**src/rtl/boolean_flip_selector.sv**
```systemverilog
// Boolean flip selector: picks one variable index 0..N-1 per request using a
// 16-bit Galois LFSR with rejection sampling and a round-robin fallback.
// Optional macro BOOLEAN_SELECT_EXCLUDE_LAST_EN forbids repeating the last index.
`ifndef NUMBER_OF_BOOLEAN_VARIABLES
`define NUMBER_OF_BOOLEAN_VARIABLES 5
`endif
`ifndef BIT_WIDTH_OF_BOOLEAN_VARIABLE_INDEX
`define BIT_WIDTH_OF_BOOLEAN_VARIABLE_INDEX 3
`endif

module boolean_flip_selector #(
    parameter int          LFSR_WIDTH  = 16,
    parameter logic [15:0] SEED        = 16'hACE1,
    parameter int          MAX_RETRIES = 8
) (
    input  logic                                            in_clk,
    input  logic                                            in_reset_n,
    input  logic                                            in_start,
    input  logic                                            in_ready,
    input  logic                                            in_seed_load,
    input  logic [15:0]                                     in_seed,
    output logic [`BIT_WIDTH_OF_BOOLEAN_VARIABLE_INDEX-1:0] out_index,
    output logic                                            out_valid,
    output logic                                            out_busy,
    output logic                                            out_fallback
);

    localparam int N  = `NUMBER_OF_BOOLEAN_VARIABLES;
    localparam int W  = `BIT_WIDTH_OF_BOOLEAN_VARIABLE_INDEX;
    localparam int RW = (MAX_RETRIES < 1) ? 1 : $clog2(MAX_RETRIES + 1);
    localparam logic [LFSR_WIDTH-1:0] TAPS  = LFSR_WIDTH'(16'hB400);
    localparam logic [LFSR_WIDTH-1:0] SEEDV = LFSR_WIDTH'(SEED);

    typedef enum logic [1:0] {IDLE, DRAW, HOLD} state_t;

    state_t                  state_q, state_d;
    logic [LFSR_WIDTH-1:0]   lfsr_q, lfsr_d, lfsr_step;
    logic [RW-1:0]           retry_q, retry_d;
    logic [W-1:0]            rr_q, rr_d;
    logic [W-1:0]            idx_q, idx_d;
    logic                    fb_q, fb_d;
    logic [W-1:0]            cand;
    logic [W-1:0]            fb_idx;
    logic                    reject;

`ifdef BOOLEAN_SELECT_EXCLUDE_LAST_EN
    // last_q is meaningless until has_last_q is set by the first output
    logic [W-1:0]            last_q, last_d;
    logic                    has_last_q, has_last_d;
    logic                    excl_en;
    assign excl_en = has_last_q && (N > 1);
`endif

    // Round-robin successor, wrapping N-1 -> 0
    function automatic logic [W-1:0] next_idx(input logic [W-1:0] i);
        return (i == W'(N - 1)) ? '0 : i + 1'b1;
    endfunction

    // Next-state, LFSR stepping, candidate accept/reject and fallback selection
    always_comb begin
        state_d   = state_q;
        lfsr_d    = lfsr_q;
        retry_d   = retry_q;
        rr_d      = rr_q;
        idx_d     = idx_q;
        fb_d      = fb_q;
        lfsr_step = (lfsr_q >> 1) ^ (lfsr_q[0] ? TAPS : '0);
        cand      = lfsr_step[W-1:0];
        reject    = (int'(cand) >= N);
        fb_idx    = rr_q;
`ifdef BOOLEAN_SELECT_EXCLUDE_LAST_EN
        last_d     = last_q;
        has_last_d = has_last_q;
        if (excl_en && cand == last_q) reject = 1'b1;
        if (excl_en && rr_q == last_q) fb_idx = next_idx(rr_q);
`endif
        case (state_q)
            IDLE: begin
                // a same-edge start draws from the freshly loaded seed
                if (in_seed_load)
                    lfsr_d = (in_seed == 16'h0) ? SEEDV : LFSR_WIDTH'(in_seed);
                if (in_start) begin
                    state_d = DRAW;
                    retry_d = '0;
                end
            end
            DRAW: begin
                lfsr_d = lfsr_step;
                if (int'(retry_q) >= MAX_RETRIES) begin
                    idx_d   = fb_idx;
                    fb_d    = 1'b1;
                    rr_d    = next_idx(fb_idx);
                    state_d = HOLD;
`ifdef BOOLEAN_SELECT_EXCLUDE_LAST_EN
                    last_d     = fb_idx;
                    has_last_d = 1'b1;
`endif
                end else if (!reject) begin
                    idx_d   = cand;
                    fb_d    = 1'b0;
                    state_d = HOLD;
`ifdef BOOLEAN_SELECT_EXCLUDE_LAST_EN
                    last_d     = cand;
                    has_last_d = 1'b1;
`endif
                end else begin
                    retry_d = retry_q + 1'b1;
                end
            end
            HOLD: begin
                if (in_ready) state_d = IDLE;
            end
            default: state_d = IDLE;
        endcase
    end

    // State and datapath registers; reset discards any pending index
    always_ff @(posedge in_clk or negedge in_reset_n) begin
        if (!in_reset_n) begin
            state_q <= IDLE;
            lfsr_q  <= SEEDV;
            retry_q <= '0;
            rr_q    <= '0;
            idx_q   <= '0;
            fb_q    <= 1'b0;
`ifdef BOOLEAN_SELECT_EXCLUDE_LAST_EN
            last_q     <= '0;
            has_last_q <= 1'b0;
`endif
        end else begin
            state_q <= state_d;
            lfsr_q  <= lfsr_d;
            retry_q <= retry_d;
            rr_q    <= rr_d;
            idx_q   <= idx_d;
            fb_q    <= fb_d;
`ifdef BOOLEAN_SELECT_EXCLUDE_LAST_EN
            last_q     <= last_d;
            has_last_q <= has_last_d;
`endif
        end
    end

    assign out_index    = idx_q;
    assign out_valid    = (state_q == HOLD);
    assign out_busy     = (state_q != IDLE);
    assign out_fallback = fb_q & (state_q == HOLD);

endmodule

```
**config.mk**
```make
export PLATFORM = sky130hd
export DESIGN_NAME = boolean_flip_selector
export DESIGN_NICKNAME = d
export VERILOG_FILES = /design/src/rtl/boolean_flip_selector.sv
export SDC_FILE = /design/constraint.sdc
export NUM_CORES = 1
export LEC_CHECK = 0
export BUFFER_PORTS_ARGS = -buffer_cell sky130_fd_sc_hd__buf_2
export CAP_MARGIN = 20
export CORE_AREA = 10 10 67 69
export CTS_BUF_LIST = sky130_fd_sc_hd__clkbuf_8
export DETAILED_ROUTE_END_ITERATION = 8
export DIE_AREA = 0 0 77 79
export MAX_ROUTING_LAYER = met4
export PLACE_DENSITY = 0.71
export REMOVE_ABC_BUFFERS = 1
export SYNTH_ARGS = -nofsm -noshare
export SYNTH_HDL_FRONTEND = slang
export SYNTH_SLANG_ARGS = --single-unit
```
**constraint.sdc**
```tcl
create_clock -name in_clk -period 1.6 [get_ports in_clk]
set_input_delay 0.16 -clock in_clk [delete_from_list [all_inputs] [get_ports in_clk]]
set_output_delay 0.16 -clock in_clk [all_outputs]
set_load 0.05 [all_outputs]
```
==> run_results.csv, run 1 <==
group,metric,value,unit
power_and_ir_drop,total_power,3.54,mW
clock_tree,htreeDepth,2,
clock_tree,cts_buffers,5,
floorplan,ios,27,
power_and_ir_drop,total_leakage_power,0.824,nW
timing,hold_viol_final,0,
setup_path,start_kind,"flop",
setup_path,crit_family,"flip-flops",
floorplan,die_y,79,um
placed_design,dp.cells,219,
floorplan,die_area,6080,um^2
clock_tree,clockRootBuffer,"clkbuf_8",
timing,fmax,0.674,GHz
setup_path,cp-end-kind,"output port",
drt,via_count,1205,
grt,grt_pass1_vias,1281,
finish,final_util,56.8,%
finish,nets,206,
setup_path,r2r_setup_slack,0.21,ns
drt,drc,0,
setup_path,rr_endpoint,"lfsr_q[8]",
drt,routedWlPerCell,14.7,um
floorplan,fp.dieW,77,um
setup_path,max_stage_delay,0.46,ns
setup_path,worstPathRequired,1.44,ns
power_and_ir_drop,p_per_area,1930,nW/um^2
timing,timing.final.crit_period,1.48,ns
floorplan,start_util,48.4,%
setup_path,r2r_cells,4,
logic_synthesis,seq_area_frac_synth,47.0,%
drt,drt_iter0_drc,71,
drt,dr.pass1.iters,4,
placed_design,gp_congestion,0.829,
worst_hold_path,hold_class,"in2reg",
clock_tree,worstSkewPairLatency,0.27,ns
timing,rsz0062_at_grt,"false",
drt,viasPerCell,5.31,
setup_path,arrival,1.32,ns
logic_synthesis,ys_warn_count,0,
setup_path,critPathMaxFanout,6,
setup_path,path_buf_inv,2,
grt,grt_max_degree,30,
logic_synthesis,ys.flop_type,"dfrtp_1",
drt,routed_wl,3340,um
timing,tns,0,ns
status,status,"finished clean",
timing,setup_viol,0,
grt,grt_util_all_layers,12.5,%
clock_tree,cts_tree,"yes",
setup_path,crit_slowest_cell,"dfrtp_2",
placed_design,port_buffers,26,
timing,clock_skew,0.00279,ns
drt,ant_nets,0,
logic_synthesis,avgSynthCellArea,10.5,um^2
grt,grt_overflow_total,0,
logic_synthesis,synth_cell_types,35,
finish,layout.cells.non_filler,227,
logic_synthesis,netlist_area,1570,um^2
finish,nFillCells,290,
clock_tree,path_clk_slew,0.06,ns
finish,synthToLayoutAreaGrowth,17.3,%
logic_synthesis,synth_edf_count,0,
floorplan,coreArea,3230,um^2
worst_hold_path,hold_path_startpoint,"in_start",
logic_synthesis,synthArstFlopShare,100,%
grt,grt_pass1_wl,5960,um
timing,fin_crit_sh,92.8,%
setup_path,path_cells,"nand2b_1 -> inv_1 -> and2_1 -> clkbuf_4",
worst_hold_path,min_path_cells,2,
timing,whs,0.0743,ns
finish,diodes,0,
finish,most-common-layout-cells,"buf_2, dfrtp_1, o21ai_0",
run,cap_violations,0,
timing,relSlewSlack,59.0,%
finish,drive_gt1_share,33.7,%
floorplan,row_count,21,
finish,layout_commonest_cell,"buf_2",
timing,final_max_slew_viol_count,0,
grt,antenna_found_initial,0,
logic_synthesis,ys_seq_elements,29,
worst_hold_path,holdPathEnd,"retry_q[3]",
timing,tightest_slew,0.616,ns
clock_tree,clock-sinks,29,
setup_path,r2r-start,"state_q[1]",
placed_design,place_hpwl,2660,um
logic_synthesis,netlist_instances,149,
setup_path,worstSetupPathType,"reg2out",
power_and_ir_drop,ir_worst_vdd,0.860,mV
clock_tree,cts_buffer_depth,2,
-- layer usage --
metal	part of all wire, %	vias to the layer above	routed length, um	track usage (%)
met2	47	30	1570	19.6
li1	-	601	-	-
met5	0	-	0	-
met4	1.2	0	40	5.84
met3	5.3	4	176	4.17
met1	47	570	1560	14.4
-- power breakdown --
group / switching, mW / internal [mW] / total, mW / leakage [nW]
logic: 0.883 / 0.660 / 1.54 / 0.423
clock network: 0.246 / 0.334 / 0.580 / 0.0485
registers: 0.298 / 1.12 / 1.41 / 0.353
-- sequential cells by signal, indices dropped and copies added, names as in the netlist --
signal     count
lfsr_q        16
retry_q        4
fb_idx         3
out_index      3
state_q        2
fb_q           1
-- worst max path at each step --
stage | startpoint | endpoint | slack, ns | cells past startpoint
6_report | state_q[0] | out_fallback | 0.12 | 4
3_5_place_dp | state_q[0] | lfsr_q[12] | 0.22 | 5
5_1_grt | state_q[0] | out_fallback | 0.04 | 4
2_1_floorplan | state_q[0] | out_fallback | -0.16 | 3
3_3_place_gp | retry_q[3] | state_q[1] | 0.21 | 3
4_1_cts | state_q[0] | out_fallback | 0.02 | 4
-- cells in the mapped netlist (3+ instances only) --
cell	count	area share, %
mux2i_1	3	1.9
nand3_1	4	1.3
nand3b_1	5	2.4
ha_1	4	3.2
dfrtp_1	21	34
a21oi_1	8	2.6
dfstp_2	8	13
inv_1	8	1.9
nor4_1	4	1.6
o21ai_0	16	5.1
o221a_2	8	5.8
nand2_1	15	3.6
a22oi_1	7	3.4
nor2_1	3	0.72
xnor2_1	3	1.7
and2b_1	7	3.4
-- logic make-up after synthesis --
family                     Yosys count  share of synthesized area [%]
AOI/OAI and AO/OA                   44                           19.2
xor gates and xnor gates             3                           1.68
adders and majority gates            4                           3.20
buffers and inverters               14                           4.96
DFF                                 29                           47.0
muxes                                3                           1.92
and+or+nand+nor                     52                           22.1
-- metrics by stage --
| step | area [um^2] | worst slack, ns |
|---|---|---|
| after detailed placement | 1740 | 0.216 |
| after floorplan | 1520 | -0.158 |
| after global placement | 1740 | 0.213 |
| after global routing | 1840 | 0.0383 |
| final | 1840 | 0.116 |
| after CTS | 1830 | 0.0249 |
-- layout make-up --
| type | count | area (um^2) | area share, % |
|---|---|---|---|
| inverter | 8 | 30.0 | 1.64 |
| sequential | 29 | 737 | 40.1 |
| multi-input combinational | 106 | 752 | 41.0 |
| tap | 46 | 57.6 | 3.14 |
| clock buffer | 6 | 82.6 | 4.50 |
| timing repair buffer | 31 | 173 | 9.41 |
| clock inverter | 1 | 3.75 | 0.204 |
-- repair_timing --
item | in CTS | in global routing
buffers inserted | 0 | 0
resized for setup | 0 | 2
hold buffers | 1 | 0
endpoints found under the setup margin | 0 | 1
endpoints found under the hold margin | 21 | 0
(Power assumes the default switching activity.)
==> inputs of run 2 (changes only) <==
==> constraint.sdc (replaced) <==
create_clock -name in_clk -period 1.6 [get_ports in_clk]
set_input_delay 0.24 -clock in_clk [delete_from_list [all_inputs] [get_ports in_clk]]
set_output_delay 0.24 -clock in_clk [all_outputs]
set_load 0.05 [all_outputs]
==> run 2 against run 1 <==
Global-route usage increased by 0.57 points. Hold slack improved by 0.052 ns. Wire length increased by 8.8%. Via count increased by 4.2%. Power increased by 2.3%. Fmax decreased by 2.8%. Clock skew increased by 0.0054 ns. Critical endpoint unchanged.
==> run_results.csv, run 2 (synthesis results as in run 1) <==
group,metric,value,unit
setup_path,r2r-start,"state_q[0]",
finish,layout_commonest_cell,"buf_2",
drt,dr_wl_met3,168,um
drt,routed_wl,3630,um
timing,setup_viol,0,
floorplan,ios,27,
power_and_ir_drop,ir_worst_vdd,0.764,mV
floorplan,die_area,6080,um^2
floorplan,die_y,79,um
placed_design,placed_area,1740,um^2
timing,fmax,0.655,GHz
finish,largestRegisters,"lfsr_q: 16 flops, retry_q: 4 flops",
timing,relSlewSlack,58.6,%
worst_hold_path,hold_path_startpoint,"in_start",
drt,drc,0,
finish,synthToLayoutAreaGrowth,18.5,%
status,status,"finished clean",
clock_tree,post_cts_buffers,0,
drt,top_layer,"met4",
placed_design,place_hpwl,2700,um
finish,nets,206,
clock_tree,cts_buffers,5,
floorplan,fp.dieW,77,um
drt,routedWlPerCell,15.9,um
setup_path,arrival,1.29,ns
floorplan,row_count,21,
setup_path,start_kind,"flop",
drt,viasPerCell,5.51,
clock_tree,clockRootBuffer,"clkbuf_8",
clock_tree,clock-sinks,29,
power_and_ir_drop,p_per_area,1950,nW/um^2
grt,antenna_found_initial,0,
floorplan,coreArea,3230,um^2
finish,final_cell_area,1850,um^2
worst_hold_path,hold_class,"in2reg",
power_and_ir_drop,total_leakage_power,0.834,nW
timing,rsz0062_at_grt,"false",
power_and_ir_drop,total_power,3.62,mW
drt,met2_length,1710,um
drt,dr.pass1.iters,4,
timing,hold_viol_final,0,
floorplan,start_util,48.4,%
grt,grt_overflow_total,0,
timing,tightest_slew,0.621,ns
grt,grt_pass1_vias,1289,
drt,ant_nets,0,
finish,most-common-layout-cells,"buf_2, dfrtp_1, o21ai_0",
finish,largest_reg_flops,16,
finish,drive_gt1_share,35.2,%
run,cap_violations,0,
finish,diodes,0,
clock_tree,path_clk_slew,0.07,ns
drt,wl_met1,1710,um
placed_design,gp_congestion,0.822,
setup_path,worstPathRequired,1.36,ns
finish,largest_register,"lfsr_q",
drt,drt_iter0_drc,139,
setup_path,worstSetupPathType,"reg2out",
grt,grt_util_all_layers,13.1,%
finish,layout.cells.non_filler,228,
timing,final_max_slew_viol_count,0,
clock_tree,worstSkewPairLatency,0.29,ns
grt,grt_max_degree,30,
timing,timing.final.ws_setup,0.0735,ns
grt,grt_pass1_wl,6180,um
clock_tree,cts_tree,"yes",
timing,timing.final.crit_period,1.53,ns
placed_design,pre_cts_slack,0.166,ns
clock_tree,cts_buffer_depth,2,
placed_design,dp.cells,219,
setup_path,cp-end-kind,"output port",
setup_path,critPathMaxFanout,6,
drt,via_count,1256,
placed_design,port_buffers,26,
timing,clock_skew,0.00816,ns
setup_path,crit_path_start,"state_q[0]",
finish,nFillCells,284,
timing,fin_crit_sh,95.4,%
clock_tree,htreeDepth,2,
==> run 2: cell types whose count changed in the layout (fill, tap and decap cells not counted) <==
cell	delta
buf_6	+1
clkbuf_4	-1
dfrtp_1	-1
dfrtp_2	+1
inv_1	+1
nand2b_1	-1
nand2b_4	+1
nor2_1	-1
nor2_2	+1
==> run 2: worst paths after layout <==
kind                           endpoint  slack, ns  cells past startpoint
setup / recovery           out_fallback       0.07                      4
hold / removal               retry_q[3]       0.13                      2
min in group asynchronous     fb_idx[0]       0.50                      2
setup reg to reg           out_index[1]       0.23                      4
hold reg to reg                    fb_q       0.48                      2
max in group asynchronous    state_q[1]       0.65                      2
==> run 2: worst max-delay path: stages, from the launching register on <==
cell,delay (ns)
dfrtp_2,0.47
nand2b_4,0.16
inv_1,0.06
and2_1,0.14
buf_6,0.16
==> run 2: through the flow <==
step	TNS (ns)	util, %	hold WS [ns]
6_report	0	57.4	0.126
3_3_place_gp	0	53.7	0.293
2_1_floorplan	-0.238	-	-0.0556
4_1_cts	0	56.9	0.123
5_1_grt	0	57.4	0.143
3_5_place_dp	0	53.7	0.300
==> run 2: cell type report <==
class                      count  area (um^2)  share of cell area, %
multi-input combinational    106          762                   41.1
inverter                       8         30.0                   1.62
sequential                    29          738                   39.8
clock buffer                   6         82.6                   4.45
timing repair buffer          31          176                   9.51
clock inverter                 2         7.51                  0.405
tap                           46         57.6                   3.10
==> run 2: power breakdown <==
part / internal [mW] / switching, mW / leakage [nW]
Clock: 0.337 / 0.281 / 0.0538
Sequential: 1.12 / 0.316 / 0.352
Combinational: 0.673 / 0.892 / 0.428
==> run 2: timing repair <==
item	in CTS	in global routing
setup endpoints to repair	1	3
hold endpoints to repair	12	0
hold buffers	1	0
gates resized for setup	2	4
==> run 2: per-layer routing <==
metal  up-vias  track usage [%]
li1        604                -
met1       621             14.6
met2        27             20.5
met3         4             5.07
met4         0             6.02
met5         -                -
